===== src/rtl/buzzer_seq_pkg.sv =====
// Shared constants for the buzzer note sequencer: register offsets,
// buzzer register offsets, STATUS bit positions and the FSM state type.
package buzzer_seq_pkg;

  localparam logic [2:0] REG_CTRL   = 3'd0;
  localparam logic [2:0] REG_STATUS = 3'd1;
  localparam logic [2:0] REG_PUSH   = 3'd2;
  localparam logic [2:0] REG_GAP    = 3'd3;

  localparam logic [29:0] BZ_CTRL = 30'd0;
  localparam logic [29:0] BZ_FREQ = 30'd1;
  localparam logic [29:0] BZ_DUR  = 30'd2;

  localparam int CTRL_RUN    = 0;
  localparam int CTRL_CLEAR  = 1;
  localparam int CTRL_IRQ_EN = 2;

  localparam int ST_BUSY  = 0;
  localparam int ST_EMPTY = 1;
  localparam int ST_FULL  = 2;
  localparam int ST_OVF   = 3;
  localparam int ST_CNT   = 8;

  typedef enum logic [3:0] {
    IDLE,
    FETCH,
    WR_FREQ,
    WR_DUR,
    WR_CTRL,
    PLAY,
    REST,
    GAP,
    STOP
  } state_t;

endpackage


===== src/rtl/buzzer_sequencer_note_fifo.sv =====
// Show-ahead DEPTH x 32 note FIFO with flush; head entry is visible on
// dout whenever the FIFO is not empty.
module note_fifo #(
  parameter int DEPTH = 16
) (
  input  logic                   clk,
  input  logic                   reset,
  input  logic                   push,
  input  logic                   pop,
  input  logic                   flush,
  input  logic [31:0]            din,
  output logic [31:0]            dout,
  output logic                   empty,
  output logic                   full,
  output logic [$clog2(DEPTH):0] count
);

  localparam int AW = $clog2(DEPTH);
  localparam logic [AW-1:0] MASK = AW'(DEPTH - 1);

  logic [31:0]   mem [DEPTH];
  logic [AW-1:0] wr_ptr;
  logic [AW-1:0] rd_ptr;
  logic          do_push;
  logic          do_pop;

  assign empty = (count == '0);
  assign full  = (count == (AW+1)'(DEPTH));
  assign dout  = mem[rd_ptr];

  // A push into a full FIFO is fine when the head leaves in the same cycle.
  assign do_pop  = pop && !empty;
  assign do_push = push && (!full || do_pop);

  always_ff @(posedge clk) begin
    if (do_push)
      mem[wr_ptr] <= din;
  end

  always_ff @(posedge clk) begin
    if (reset || flush) begin
      wr_ptr <= '0;
      rd_ptr <= '0;
      count  <= '0;
    end else begin
      if (do_push)
        wr_ptr <= (wr_ptr + 1'b1) & MASK;
      if (do_pop)
        rd_ptr <= (rd_ptr + 1'b1) & MASK;
      unique case ({do_push, do_pop})
        2'b10:   count <= count + 1'b1;
        2'b01:   count <= count - 1'b1;
        default: count <= count;
      endcase
    end
  end

endmodule


===== src/rtl/buzzer_sequencer.sv =====
// Queued melody player that owns the buzzer register port.
// Optional completion interrupt: define BUZZER_SEQ_IRQ_EN.
module buzzer_sequencer
  import buzzer_seq_pkg::*;
#(
  parameter int DEPTH       = 16,
  parameter int TICK_CYCLES = 50000
) (
  input  logic        clk,
  input  logic        reset,
  input  logic        clk_cpu,
  input  logic [31:2] Addr,
  input  logic [31:0] Din,
  input  logic        WE,
  output logic [31:0] Dout,
  output logic [31:2] bz_addr,
  output logic [31:0] bz_din,
  output logic        bz_we,
  input  logic [31:0] bz_dout
`ifdef BUZZER_SEQ_IRQ_EN
  ,
  output logic        irq
`endif
);

  localparam int CW = $clog2(DEPTH) + 1;
  localparam logic [31:0] TICK = 32'(TICK_CYCLES);

  state_t      state;
  logic        clk_cpu_q;
  logic        rise;
  logic        cpu_wr;
  logic        wr_ctrl;
  logic        wr_push;
  logic        wr_gap;
  logic        clear;
  logic        run;
  logic        overflow;
  logic [15:0] gap;
  logic        hold;
  logic [31:0] cnt;
  logic [31:0] dur_cyc;
  logic        irq_en_bit;

  logic [31:0]   head;
  logic          empty;
  logic          full;
  logic [CW-1:0] count;
  logic          pop;

  logic [15:0] head_freq;
  logic [15:0] head_dur;
  logic [31:0] head_cyc;
  logic [31:0] gap_load;
  logic        active;
  logic        stop_req;
  logic [31:0] status;
  logic        unused;

  assign rise    = clk_cpu & ~clk_cpu_q;
  assign cpu_wr  = WE && rise;
  assign wr_ctrl = cpu_wr && (Addr[4:2] == REG_CTRL);
  assign wr_push = cpu_wr && (Addr[4:2] == REG_PUSH);
  assign wr_gap  = cpu_wr && (Addr[4:2] == REG_GAP);
  assign clear   = wr_ctrl && Din[CTRL_CLEAR];
  assign pop     = (state == FETCH);

  assign head_freq = head[31:16];
  assign head_dur  = head[15:0];
  assign head_cyc  = 32'(head_dur) * TICK;
  assign gap_load  = (gap == '0) ? '0 : 32'(gap) * TICK - 32'd1;

  assign active   = state inside {WR_FREQ, WR_DUR, WR_CTRL, PLAY, REST, GAP};
  assign stop_req = clear || !run || (wr_ctrl && !Din[CTRL_RUN]);

  assign unused = ^{Addr[31:5], bz_dout[31:1]};

  note_fifo #(
    .DEPTH(DEPTH)
  ) u_fifo (
    .clk  (clk),
    .reset(reset),
    .push (wr_push),
    .pop  (pop),
    .flush(clear),
    .din  (Din),
    .dout (head),
    .empty(empty),
    .full (full),
    .count(count)
  );

  always_ff @(posedge clk) begin
    if (reset) begin
      clk_cpu_q <= 1'b0;
      run       <= 1'b0;
      gap       <= '0;
      overflow  <= 1'b0;
    end else begin
      clk_cpu_q <= clk_cpu;
      if (wr_ctrl)
        run <= Din[CTRL_RUN];
      if (wr_gap)
        gap <= Din[15:0];
      if (clear)
        overflow <= 1'b0;
      else if (wr_push && full && !pop)
        overflow <= 1'b1;
    end
  end

`ifdef BUZZER_SEQ_IRQ_EN
  logic irq_en;
  logic done_flag;
  logic gap_exit;

  assign gap_exit   = (state == GAP) && (cnt == '0) && !stop_req;
  assign irq_en_bit = irq_en;
  assign irq        = irq_en && empty && (state == IDLE) && done_flag;

  always_ff @(posedge clk) begin
    if (reset) begin
      irq_en    <= 1'b0;
      done_flag <= 1'b0;
    end else begin
      if (wr_ctrl)
        irq_en <= Din[CTRL_IRQ_EN];
      if (wr_push || wr_ctrl)
        done_flag <= 1'b0;
      else if (gap_exit && empty)
        done_flag <= 1'b1;
    end
  end
`else
  assign irq_en_bit = 1'b0;
`endif

  // Each buzzer write is held until one clk after a clk_cpu rise.
  always_ff @(posedge clk) begin
    if (reset) begin
      state   <= IDLE;
      bz_addr <= '0;
      bz_din  <= '0;
      bz_we   <= 1'b0;
      hold    <= 1'b0;
      cnt     <= '0;
      dur_cyc <= '0;
    end else if (stop_req && active) begin
      state   <= STOP;
      bz_addr <= BZ_CTRL;
      bz_din  <= '0;
      bz_we   <= 1'b1;
      hold    <= 1'b0;
    end else begin
      unique case (state)
        IDLE: begin
          if (run && !empty && !clear)
            state <= FETCH;
        end
        FETCH: begin
          if (head_dur == '0) begin
            state <= GAP;
            cnt   <= gap_load;
          end else if (head_freq == '0) begin
            state <= REST;
            cnt   <= head_cyc - 32'd1;
          end else begin
            state   <= WR_FREQ;
            bz_addr <= BZ_FREQ;
            bz_din  <= {16'b0, head_freq};
            bz_we   <= 1'b1;
            hold    <= 1'b0;
            dur_cyc <= head_cyc;
          end
        end
        WR_FREQ: begin
          if (hold) begin
            state   <= WR_DUR;
            bz_addr <= BZ_DUR;
            bz_din  <= dur_cyc;
            hold    <= 1'b0;
          end else if (rise) begin
            hold <= 1'b1;
          end
        end
        WR_DUR: begin
          if (hold) begin
            state   <= WR_CTRL;
            bz_addr <= BZ_CTRL;
            bz_din  <= 32'd1;
            hold    <= 1'b0;
          end else if (rise) begin
            hold <= 1'b1;
          end
        end
        WR_CTRL: begin
          if (hold) begin
            state   <= PLAY;
            bz_addr <= BZ_CTRL;
            bz_din  <= '0;
            bz_we   <= 1'b0;
            hold    <= 1'b0;
          end else if (rise) begin
            hold <= 1'b1;
          end
        end
        PLAY: begin
          if (!bz_dout[0]) begin
            state <= GAP;
            cnt   <= gap_load;
          end
        end
        REST: begin
          if (cnt == '0) begin
            state <= GAP;
            cnt   <= gap_load;
          end else begin
            cnt <= cnt - 32'd1;
          end
        end
        GAP: begin
          if (cnt == '0)
            state <= IDLE;
          else
            cnt <= cnt - 32'd1;
        end
        STOP: begin
          if (hold) begin
            state <= IDLE;
            bz_we <= 1'b0;
            hold  <= 1'b0;
          end else if (rise) begin
            hold <= 1'b1;
          end
        end
        default: state <= IDLE;
      endcase
    end
  end

  always_comb begin
    status               = '0;
    status[ST_BUSY]      = (state != IDLE);
    status[ST_EMPTY]     = empty;
    status[ST_FULL]      = full;
    status[ST_OVF]       = overflow;
    status[ST_CNT +: 8]  = 8'(count);
  end

  always_comb begin
    Dout = '0;
    case (Addr[4:2])
      REG_CTRL:   Dout = {29'b0, irq_en_bit, 1'b0, run};
      REG_STATUS: Dout = status;
      REG_GAP:    Dout = {16'b0, gap};
      default:    Dout = '0;
    endcase
  end

endmodule


===== config.mk =====
export PLATFORM = sky130hd
export DESIGN_NAME = buzzer_sequencer
export DESIGN_NICKNAME = d
export VERILOG_FILES = /design/src/rtl/buzzer_seq_pkg.sv /design/src/rtl/buzzer_sequencer_note_fifo.sv /design/src/rtl/buzzer_sequencer.sv
export SDC_FILE = /design/constraint.sdc
export NUM_CORES = 1
export LEC_CHECK = 0
export CORE_MARGIN = 3
export CORE_UTILIZATION = 30
export DETAILED_ROUTE_END_ITERATION = 10
export PLACE_DENSITY = 0.54
export SETUP_SLACK_MARGIN = 0.4
export SLEW_MARGIN = 20
export SYNTH_ARGS = -nofsm -noshare
export SYNTH_HDL_FRONTEND = slang
export SYNTH_HIERARCHICAL = 1
export SYNTH_SLANG_ARGS = --single-unit

===== constraint.sdc =====
create_clock -name clk -period 6.4 [get_ports clk]
set_input_delay 1.28 -clock clk [delete_from_list [all_inputs] [get_ports clk]]
set_output_delay 1.28 -clock clk [all_outputs]
set_load 0.02 [all_outputs]

# Yosys cells after proc, flatten, opt, wreduce, memory -nomap -nowiden
# Memory sizes are Yosys's and may differ from the RTL's. A register that Yosys moved wholly into a read port is not among the register bits.
# Index checks and enable logic that the tools add are counted.
[totals]
reg_bits = 160
mem_bits_rw = 512
inputBits = 98
out_inout_bits = 95
elab_cells = 165
n_memories = 1
[memory_table]
columns = ["memory", "words", "word_bits", "read_ports", "rd_clocked_by_memory_dff", "wr", "line", "text"]
rows = [
  ["u_fifo.mem", 16, 32, 1, 1, 1, "buzzer_sequencer_note_fifo.sv:21", "logic [31:0] mem [DEPTH];"],
]
[op_classes]
n_addsub = 7
n_mul = 2
eq_ne = 38
n_mux = 46
bitwise = 5
reduce_logical = 51
[op_table]
columns = ["op", "count"]
rows = [
  ["$mux W32", 11],
  ["$pmux W32 S4", 2],
  ["$mux W30", 4],
  ["$sub A32 B1 Y32 const B", 3],
  ["$pmux W30 S3", 1],
  ["$mul A16 B12 Y28 const B", 2],
  ["$logic_not A16 Y1", 3],
  ["$pmux W16 S3", 1],
  ["$mux W4", 11],
  ["$pmux W4 S9", 1],
  ["$logic_not A32 Y1", 1],
  ["$ne A2 B2 Y1 const B", 9],
  ["$eq A4 B3 Y1 const B", 4],
  ["$reduce_and A8 Y1", 2],
  ["$logic_and A1 B1 Y1", 13],
  ["$ne A3 B1 Y1 const B", 4],
  ["$ne A3 B2 Y1 const B", 4],
  ["$ne A3 B3 Y1 const B", 4],
  ["$reduce_bool A4 Y1", 3],
  ["$mux W1", 10],
  ["$pmux W5 S2", 1],
  ["$reduce_and A5 Y1", 2],
  ["$add A4 B1 Y4 const B", 2],
  ["$eq A4 B2 Y1 const B", 2],
  ["other kinds (27)", 49],
]

# Logic depth before layout (Yosys ltp)
# Gate-level depths: netlist of the first run.
[logic_depth]
depth_word = 10
mapped_depth = 25
depth_no_buf = 22

# By module
# The synthesis of the first run kept the hierarchy.
[modules_own_cells]
columns = ["module", "n_inst", "cells_each", "area_each_um2", "seq_area_each_um2"]
rows = [
  ["note_fifo", 1, 905, 20095.5, 15715.1],
  ["buzzer_sequencer", 1, 1895, 15028.2, 2382.3],
]

# Least setup slack after synthesis of the first run
# No wires, ideal clock.
[synth_path]
path_kind = "flip-flop to flip-flop"
from = "reg with a tool-made name"
to = "reg cnt[31]"
setup_time_ns = 0.122
arrival_time_ns = 6.556
required_time_ns = 6.278
slack_ns = -0.278
stages_incl_launch_ff = 25
n_path_buf = 3
period_less_slack_ns = 6.678
path_cell_list = "dfxtp_1 clkbuf_1 buf_2 mux4_2 a22oi_1 nand2_1 ha_1 ha_1 inv_1 fa_1 fa_1 fa_1 inv_1 ha_1 buf_2 a21oi_1 o21ai_0 nand3_1 a31o_1 o211a_1 or3_1 nor4_2 nand4_1 xnor2_1 o32a_1"
[synth_lines]
columns = ["element", "line", "text"]
rows = [
  ["end signal, assigned", "buzzer_sequencer.sv:163", "cnt <= gap_load;"],
  ["end signal, assigned", "buzzer_sequencer.sv:166", "cnt <= head_cyc - 32'd1;"],
  ["end signal, assigned", "buzzer_sequencer.sv:210", "cnt <= gap_load;"],
  ["end, declared", "buzzer_sequencer.sv:41", "logic [31:0] cnt;"],
]

==> summary.md, run 1 <==
| Metric | Value |
|---|---|
| Vias in the first global route | `23600` |
| Setup violations, final | `6` |
| Critical Path Sink Type | `register` |
| First-pass GRT wire length | `147000 µm` |
| CP max stage delay | `0.54 ns` |
| Area Growth Syn to Fin | `24.4%` |
| Top cells by instance count after synthesis | `edfxtp_1 (512), ha_1 (238), nand2_1 (214)` |
| Req. time, crit path | `6.88 ns` |
| Ranking of synthesized cells by area | `edfxtp_1 (44%), ha_1 (8.5%), mux4_2 (8.2%), dfxtp_1 (7.8%), fa_1 (4.6%)` |
| Worst Path Arrival | `6.99 ns` |
| PwrDens | `234 nW/µm²` |
| Pre-antenna DRT Iters | `7` |
| Fill count | `11100` |
| Leakage | `16.2 nW` |
| Top-count cell post-synth | `edfxtp_1` |
| Slew headroom | `35.6%` |
| H-tree levels | `3` |
| Post-layout util | `37.9%` |
| DR WL/cell | `20.9 µm` |
| Synth Cell Area | `35100 µm²` |
| Worst path slowest cell | `or4b_4` |
| Die W | `348 µm` |
| Later-pin clock latency in the skew report | `0.62 ns` |
| RePlAce Congestion | `0.856` |
| Largest net degree at the start of global routing | `68` |
| Fmax | `0.154 GHz` |
| Number of port buffers | `90` |
| IO Count | `193` |
| Pins Over Slew Limit | `0` |
| Post-synth top area cell | `edfxtp_1` |
| Minimum clock period | `6.51 ns` |
| Kind of critical path | `reg2reg` |
| Clock sink count | `648` |
| Root buf cell | `clkbuf_16` |
| GRT Total Usage | `15.9%` |
| Worst hold path class | `reg2reg` |
| Post-Synthesis Cells | `2800` |
| Vias per inst | `5.01` |
| Final setup skew | `0.0187 ns` |
| Run status | `finished with violations` |
| Synthesized area per cell | `12.5 µm²` |
| Core Area | `115000 µm²` |
| Die area | `121000 µm²` |
| VDD IR max | `0.000218 V` |
| Hold_sp | `bz_din[19]` |
| Post-synth EDFFs | `512` |
| Final wirelength | `98300 µm` |
| Worst Path Max Fanout | `7` |
| Async set or reset register ratio after synthesis | `0%` |
| Pre-CTS setup slack | `-0.236 ns` |
| Worst-Margin Slew | `0.964 ns` |
| Post-route DRC | `0` |
| RSZ-0062 raised after global routing | `true` |
| Grt ovf | `0` |
| #FFs+latches synth | `648` |
| Num CTS Buffers | `71` |
| Die height | `348 µm` |
| DRT antenna net count | `0` |
| DP HPWL | `67400 µm` |
| TritonCTS clock tree | `built` |
| Netlist cell types | `96` |
| Bufs on Longest Clock Path | `3` |
| Final #Nets | `3538` |
| DR vias | `23500` |
| Startpoint Class | `register` |
| Primary FF master, synth | `edfxtp_1` |
| Detailed Route Iter0 Violations | `1957` |
| Share of layout cells above drive strength 1 | `25.3%` |
| Max Cap Violations | `0` |
| Fin crit share | `102%` |
| Clock transition at path regs | `0.06 ns` |
| Fin. Hold Viols | `0` |
| Seq/Total Area, Yosys | `51.5%` |
| Violated checks | `setup timing` |
| Synth warn | `6` |
| Initial Util | `30.5%` |
| # rows | `124` |
| Top cell type's share of synthesized area | `43.8%` |
| Hold buffer count at CTS | `0` |
| Initial antenna violation count | `12` |
| Worst Slack Setup Final | `-0.113 ns` |
==> critical path, delay by kind of cell, from the launching register on <==
family / cells / cell delay [ns]
adders and majority gates: 6 / 2.08
and+or+nand+nor: 5 / 1.23
AOI/OAI and AO/OA: 6 / 1.12
buffers and inverters: 8 / 0.82
muxes: 1 / 0.49
DFF: 1 / 0.47
xor gates and xnor gates: 1 / 0.14
==> routing by layer <==
| metal | GRT usage [%] | wire length (µm) | vias to the layer above |
|---|---|---|---|
| met5 | 0 | 80 | - |
| met4 | 4.48 | 2720 | 12 |
| met3 | 3.32 | 6130 | 143 |
| met2 | 25.7 | 45800 | 650 |
| met1 | 21.6 | 43500 | 11700 |
| li1 | - | - | 11000 |
==> layout make-up <==
| type | instances | area [µm²] | share of cell area, % |
|---|---|---|---|
| clock inverters | 38 | 385 | 0.882 |
| diodes | 3 | 7.51 | 0.0172 |
| inverters | 200 | 756 | 1.73 |
| clock buffers | 91 | 1930 | 4.43 |
| repair buffers | 380 | 3530 | 8.08 |
| multi-input cells | 1820 | 17100 | 39.1 |
| flip-flops and latches | 648 | 18100 | 41.4 |
| well taps | 1512 | 1890 | 4.33 |
==> metrics by stage <==
step                      hold slack [ns]  instances  cell area [µm²]  TNS (ns)  power [W]
after floorplan                     0.436       2843            35700         0    0.00549
after global placement              0.441       4501            39500     -1.45    0.00601
after detailed placement            0.445       4501            39500     -1.94    0.00602
after CTS                           0.451       4673            43200    -0.122     0.0102
after global routing                0.469       4689            43700     -2.77     0.0106
final                               0.448       4692            43700    -0.400     0.0102
==> final timing paths <==
check / slack (ns) / cells after the start / endpoint
hold reg to reg: 0.45 / 2 / bz_din[19]
hold / removal: 0.45 / 2 / bz_din[19]
setup reg to reg: -0.11 / 27 / cnt[27]
setup / recovery: -0.11 / 27 / cnt[27]
==> cells in the final DEF, fill, tap and decap left out, drive strengths merged, types with 81 or more instances in the layout <==
cell,netlist,final
buf,74,291
fa,81,81
clkbuf,101,91
dfxtp,136,136
nand2,215,215
inv,200,205
clkdlybuf4s50,0,89
mux4,128,128
nor2,200,200
a21oi,164,164
ha,238,238
edfxtp,512,512
==> registers in the layout, indices dropped and copies added (netlist names), named ones only <==
name           count
hold               1
run                1
u_fifo/mem       512
bz_addr            2
clk_cpu_q          1
state              4
bz_we              1
overflow           1
bz_din            32
u_fifo/wr_ptr      4
dur_cyc           28
gap               16
u_fifo/count       5
u_fifo/rd_ptr      4
cnt               32
==> timing repair <==
item | CTS | global route
endpoints found under the setup margin | 22 | 23
pin swaps | 57 | 60
hold endpoints to repair | 0 | 0
gates resized for setup | 170 | 80
setup buffers | 38 | 16
cloned | 5 | 0
==> kinds of logic (layout without fill, tap and decap cells) <==
| family | Yosys count | in the layout | share of synthesized area [%] |
|---|---|---|---|
| simple gates | 700 | 700 | 9.63 |
| flops | 648 | 648 | 51.5 |
| compound gates | 504 | 504 | 9.76 |
| buf+inv | 375 | 709 | 4.57 |
| fa+ha+maj | 319 | 319 | 13.1 |
| mux | 148 | 148 | 8.79 |
| xor+xnor | 105 | 105 | 2.62 |
| other cells | 1 | 47 | 0.0107 |
==> power breakdown <==
group	switching [W]	leakage (nW)	internal, W
Sequential	0.0000360	5.70	0.00458
Clock	0.00170	1.12	0.00236
Combinational	0.000861	9.35	0.000684
Total	0.00260	16.2	0.00762
No activity file was read; power rests on OpenSTA's default activity.
==> inputs of run 2 (changes only) <==
--- a/config.mk
+++ b/config.mk
@@ -5,6 +5,7 @@
 export SDC_FILE = /design/constraint.sdc
 export NUM_CORES = 1
 export LEC_CHECK = 0
+export CAP_MARGIN = 10
 export CORE_MARGIN = 3
 export CORE_UTILIZATION = 30
 export DETAILED_ROUTE_END_ITERATION = 10
==> results of run 2 <==
No change in the layout: final DEF, timing and power equal those of run 1.
==> inputs of run 3 (changes only) <==
--- a/config.mk
+++ b/config.mk
@@ -16,3 +16,4 @@
 export SYNTH_HDL_FRONTEND = slang
 export SYNTH_HIERARCHICAL = 1
 export SYNTH_SLANG_ARGS = --single-unit
+export TNS_END_PERCENT = 30
==> run 3 against run 2 <==
The run now ends clean. Sequential power hardly changed. Total power hardly changed. Flip-flop and latch count stayed put. Register-to-register slack better by 0.11 ns. Count of clock-buffer cells in the layout is 6 lower. Via count is 0.54% lower. Clock power is 2% higher. Design area is 1.2% lower. Critical path depth is 4 lower. Setup slack better by 0.11 ns. Final cell count is 0.66% lower. Clock skew is 0.010 ns higher. Critical path type unchanged.
==> summary.md, run 3 (synthesized netlist as in run 1, its figures left out) <==
| Metric | Value |
|---|---|
| Run status | `finished, final reports clean` |
| Largest register by flop count | `u_fifo/mem` |
| Critical Path Sink Type | `register` |
| H-tree levels | `3 (unchanged)` |
| Vias in the first global route | `23500 (-0.49%)` |
| R2R Setup Slk | `0.001 ns (+0.11 ns)` |
| Multi-input logic area | `16900 µm² (-1.2%)` |
| Fmax | `0.156 GHz (+1.8%)` |
| Worst-Margin Slew | `0.955 ns (-0.00900 ns)` |
| Pre-antenna DRT Iters | `5 (-2)` |
| Req. time, crit path | `6.89 ns (about the same)` |
| Grt ovf | `0 (unchanged)` |
| Slew headroom | `36.3% (+0.76 points)` |
| Startpoint Class | `register` |
| Root buf cell | `clkbuf_16` |
| Area Growth Syn to Fin | `22.9%` |
| Num CTS Buffers | `71 (unchanged)` |
| Pre-CTS setup slack | `-0.270 ns (-0.0342 ns)` |
| IO Count | `193 (unchanged)` |
| Worst Slack Setup Final | `0.000984 ns (+0.114 ns)` |
| TritonCTS clock tree | `built` |
| Bufs on Longest Clock Path | `3 (unchanged)` |
| Number of port buffers | `90 (unchanged)` |
| Minimum clock period | `6.40 ns (-0.114 ns)` |
| PwrDens | `237 nW/µm² (+1.2%)` |
| Worst Path Arrival | `6.89 ns (-0.10 ns)` |
| Hold depth | `2 (unchanged)` |
| First-pass GRT wire length | `146000 µm (-0.98%)` |
| Pins Over Slew Limit | `0 (unchanged)` |
| Hold Slack | `0.451 ns (+0.00313 ns)` |
| Initial Util | `30.5% (unchanged)` |
| Die W | `348 µm (unchanged)` |
| Max Cap Violations | `0 (unchanged)` |
| Hold_sp | `bz_din[28]` |
| Clock sink count | `648 (unchanged)` |
| Worst R2R Path Depth | `23 (-15%)` |
| Die area | `121000 µm² (unchanged)` |
| Final wirelength | `97100 µm (-1.2%)` |
| Fill count | `11100 (-0.027%)` |
| Largest net degree at the start of global routing | `67 (-1.5%)` |
| GRT Total Usage | `15.7% (-0.20 points)` |
| Kind of critical path | `reg2reg` |
| DR WL/cell | `20.8 µm (-0.56%)` |
| Initial antenna violation count | `11 (-1)` |
| Worst hold path class | `reg2reg` |
| Fin crit share | `100% (-1.8 points)` |
| Hold endpoint | `bz_din[28]` |
| Detailed Route Iter0 Violations | `1875 (-4.2%)` |
| DR vias | `23400 (-0.54%)` |
| Vias per inst | `5.02 (+0.13%)` |
| DRT antenna net count | `0 (unchanged)` |
| Later-pin clock latency in the skew report | `0.63 ns (about the same)` |
| Most frequent cells in the layout | `edfxtp_1 (512), buf_4 (226), nand2_1 (201)` |
| Final setup skew | `0.0291 ns (+0.0105 ns)` |
| RePlAce Congestion | `0.834 (-2.5%)` |
| Die height | `348 µm (unchanged)` |
| Largest regs | `u_fifo/mem (512), bz_din (32), cnt (32)` |
| Fin. Hold Viols | `0 (unchanged)` |
| Reg area | `18100 µm² (unchanged)` |
| Max reg flops | `512 (unchanged)` |
| Core Area | `115000 µm² (unchanged)` |
| # rows | `124 (unchanged)` |
| Post-route DRC | `0 (unchanged)` |
| DP HPWL | `67200 µm (-0.23%)` |
| Worst Path Max Fanout | `8 (+1)` |
| Final #Nets | `3508 (-0.85%)` |
| Leakage | `16.0 nW (-1.3%)` |
| R2R Path End | `cnt[27]` |
| Setup violations, final | `0 (-6)` |
| Share of layout cells above drive strength 1 | `23.5% (-1.8 points)` |
| RSZ-0062 raised after global routing | `true` |
| Clock transition at path regs | `0.06 ns (about the same)` |
| VDD IR max | `0.000169 V (-23%)` |
| Commonest non-fill, non-tap cell in the layout | `edfxtp_1` |
==> run 3: changes by cell type in the layout (fill, tap and decap cells not counted), moves of 7 or more <==
| cell | previous run | this run |
|---|---|---|
| a21oi_1 | 147 | 154 |
| a21oi_2 | 14 | 7 |
| buf_4 | 235 | 226 |
| buf_6 | 31 | 16 |
| inv_1 | 179 | 187 |
| inv_2 | 19 | 10 |
==> run 3: how the worst max path moves through the flow <==
stage             start      end  slack, ns
5_1_grt        register  cnt[27]      -0.20
3_3_place_gp   register  cnt[27]      -0.17
4_1_cts        register  cnt[31]      -0.03
2_1_floorplan  register  cnt[31]       0.31
6_report       register  cnt[27]      0.001
3_5_place_dp   register  cnt[27]      -0.27
==> run 3: repair_timing <==
item	in CTS	in global routing
gates resized for setup	110	69
setup endpoints to repair	21	22
gates cloned	2	0
pin swaps	43	50
hold buffers	0	0
setup buffers	18	15
==> run 3: per-layer routing <==
| layer | GRT usage [%] | wire, µm |
|---|---|---|
| met1 | 21.3 | 42600 |
| met2 | 25.8 | 45800 |
| met3 | 3.08 | 6120 |
| met5 | 0 | 48 |
| met4 | 4.02 | 2500 |
==> run 3: critical path, stage by stage (launching register included) <==
cell	delay, ns
dfxtp_4	0.43
buf_12	0.16
buf_12	0.14
mux4_2	0.50
a22oi_2	0.21
nand2_2	0.11
buf_6	0.13
inv_4	0.04
ha_4	0.19
ha_4	0.17
fa_1	0.47
fa_1	0.57
fa_1	0.46
ha_4	0.27
a211o_1	0.30
o31a_1	0.26
buf_6	0.14
xor2_2	0.18
a2111oi_4	0.28
or4b_4	0.56
nor4_4	0.20
xnor2_2	0.13
a221oi_2	0.24
a21oi_1	0.10
==> run 3: where the power goes <==
group	leakage, nW	switching, W	total, W	internal (W)
Combinational	9.12	0.000826	0.00148	0.000649
Sequential	5.70	0.0000334	0.00461	0.00458
Clock	1.15	0.00172	0.00413	0.00241
==> run 3: stage by stage <==
step           std cells  TNS [ns]  area (µm²)  power (W)  utilization, %
6_report            4661         0       43200     0.0102            37.4
3_5_place_dp        4495     -1.78       39500    0.00601            34.2
2_1_floorplan       2843         0       35700    0.00549               -
4_1_cts             4642   -0.0343       42700     0.0103            37.0
5_1_grt             4657     -1.43       43200     0.0106            37.4
3_3_place_gp        4495     -1.14       39500    0.00600            34.2
==> run 3: cell type report <==
class	instances	share of cell area, %
clock buffer	85	4.36
timing repair buffer	350	7.31
multi-input combinational	1820	39.2
sequential	648	41.9
clock inverter	42	1.08
inverter	200	1.76
tap	1512	4.38
antenna	4	0.0232
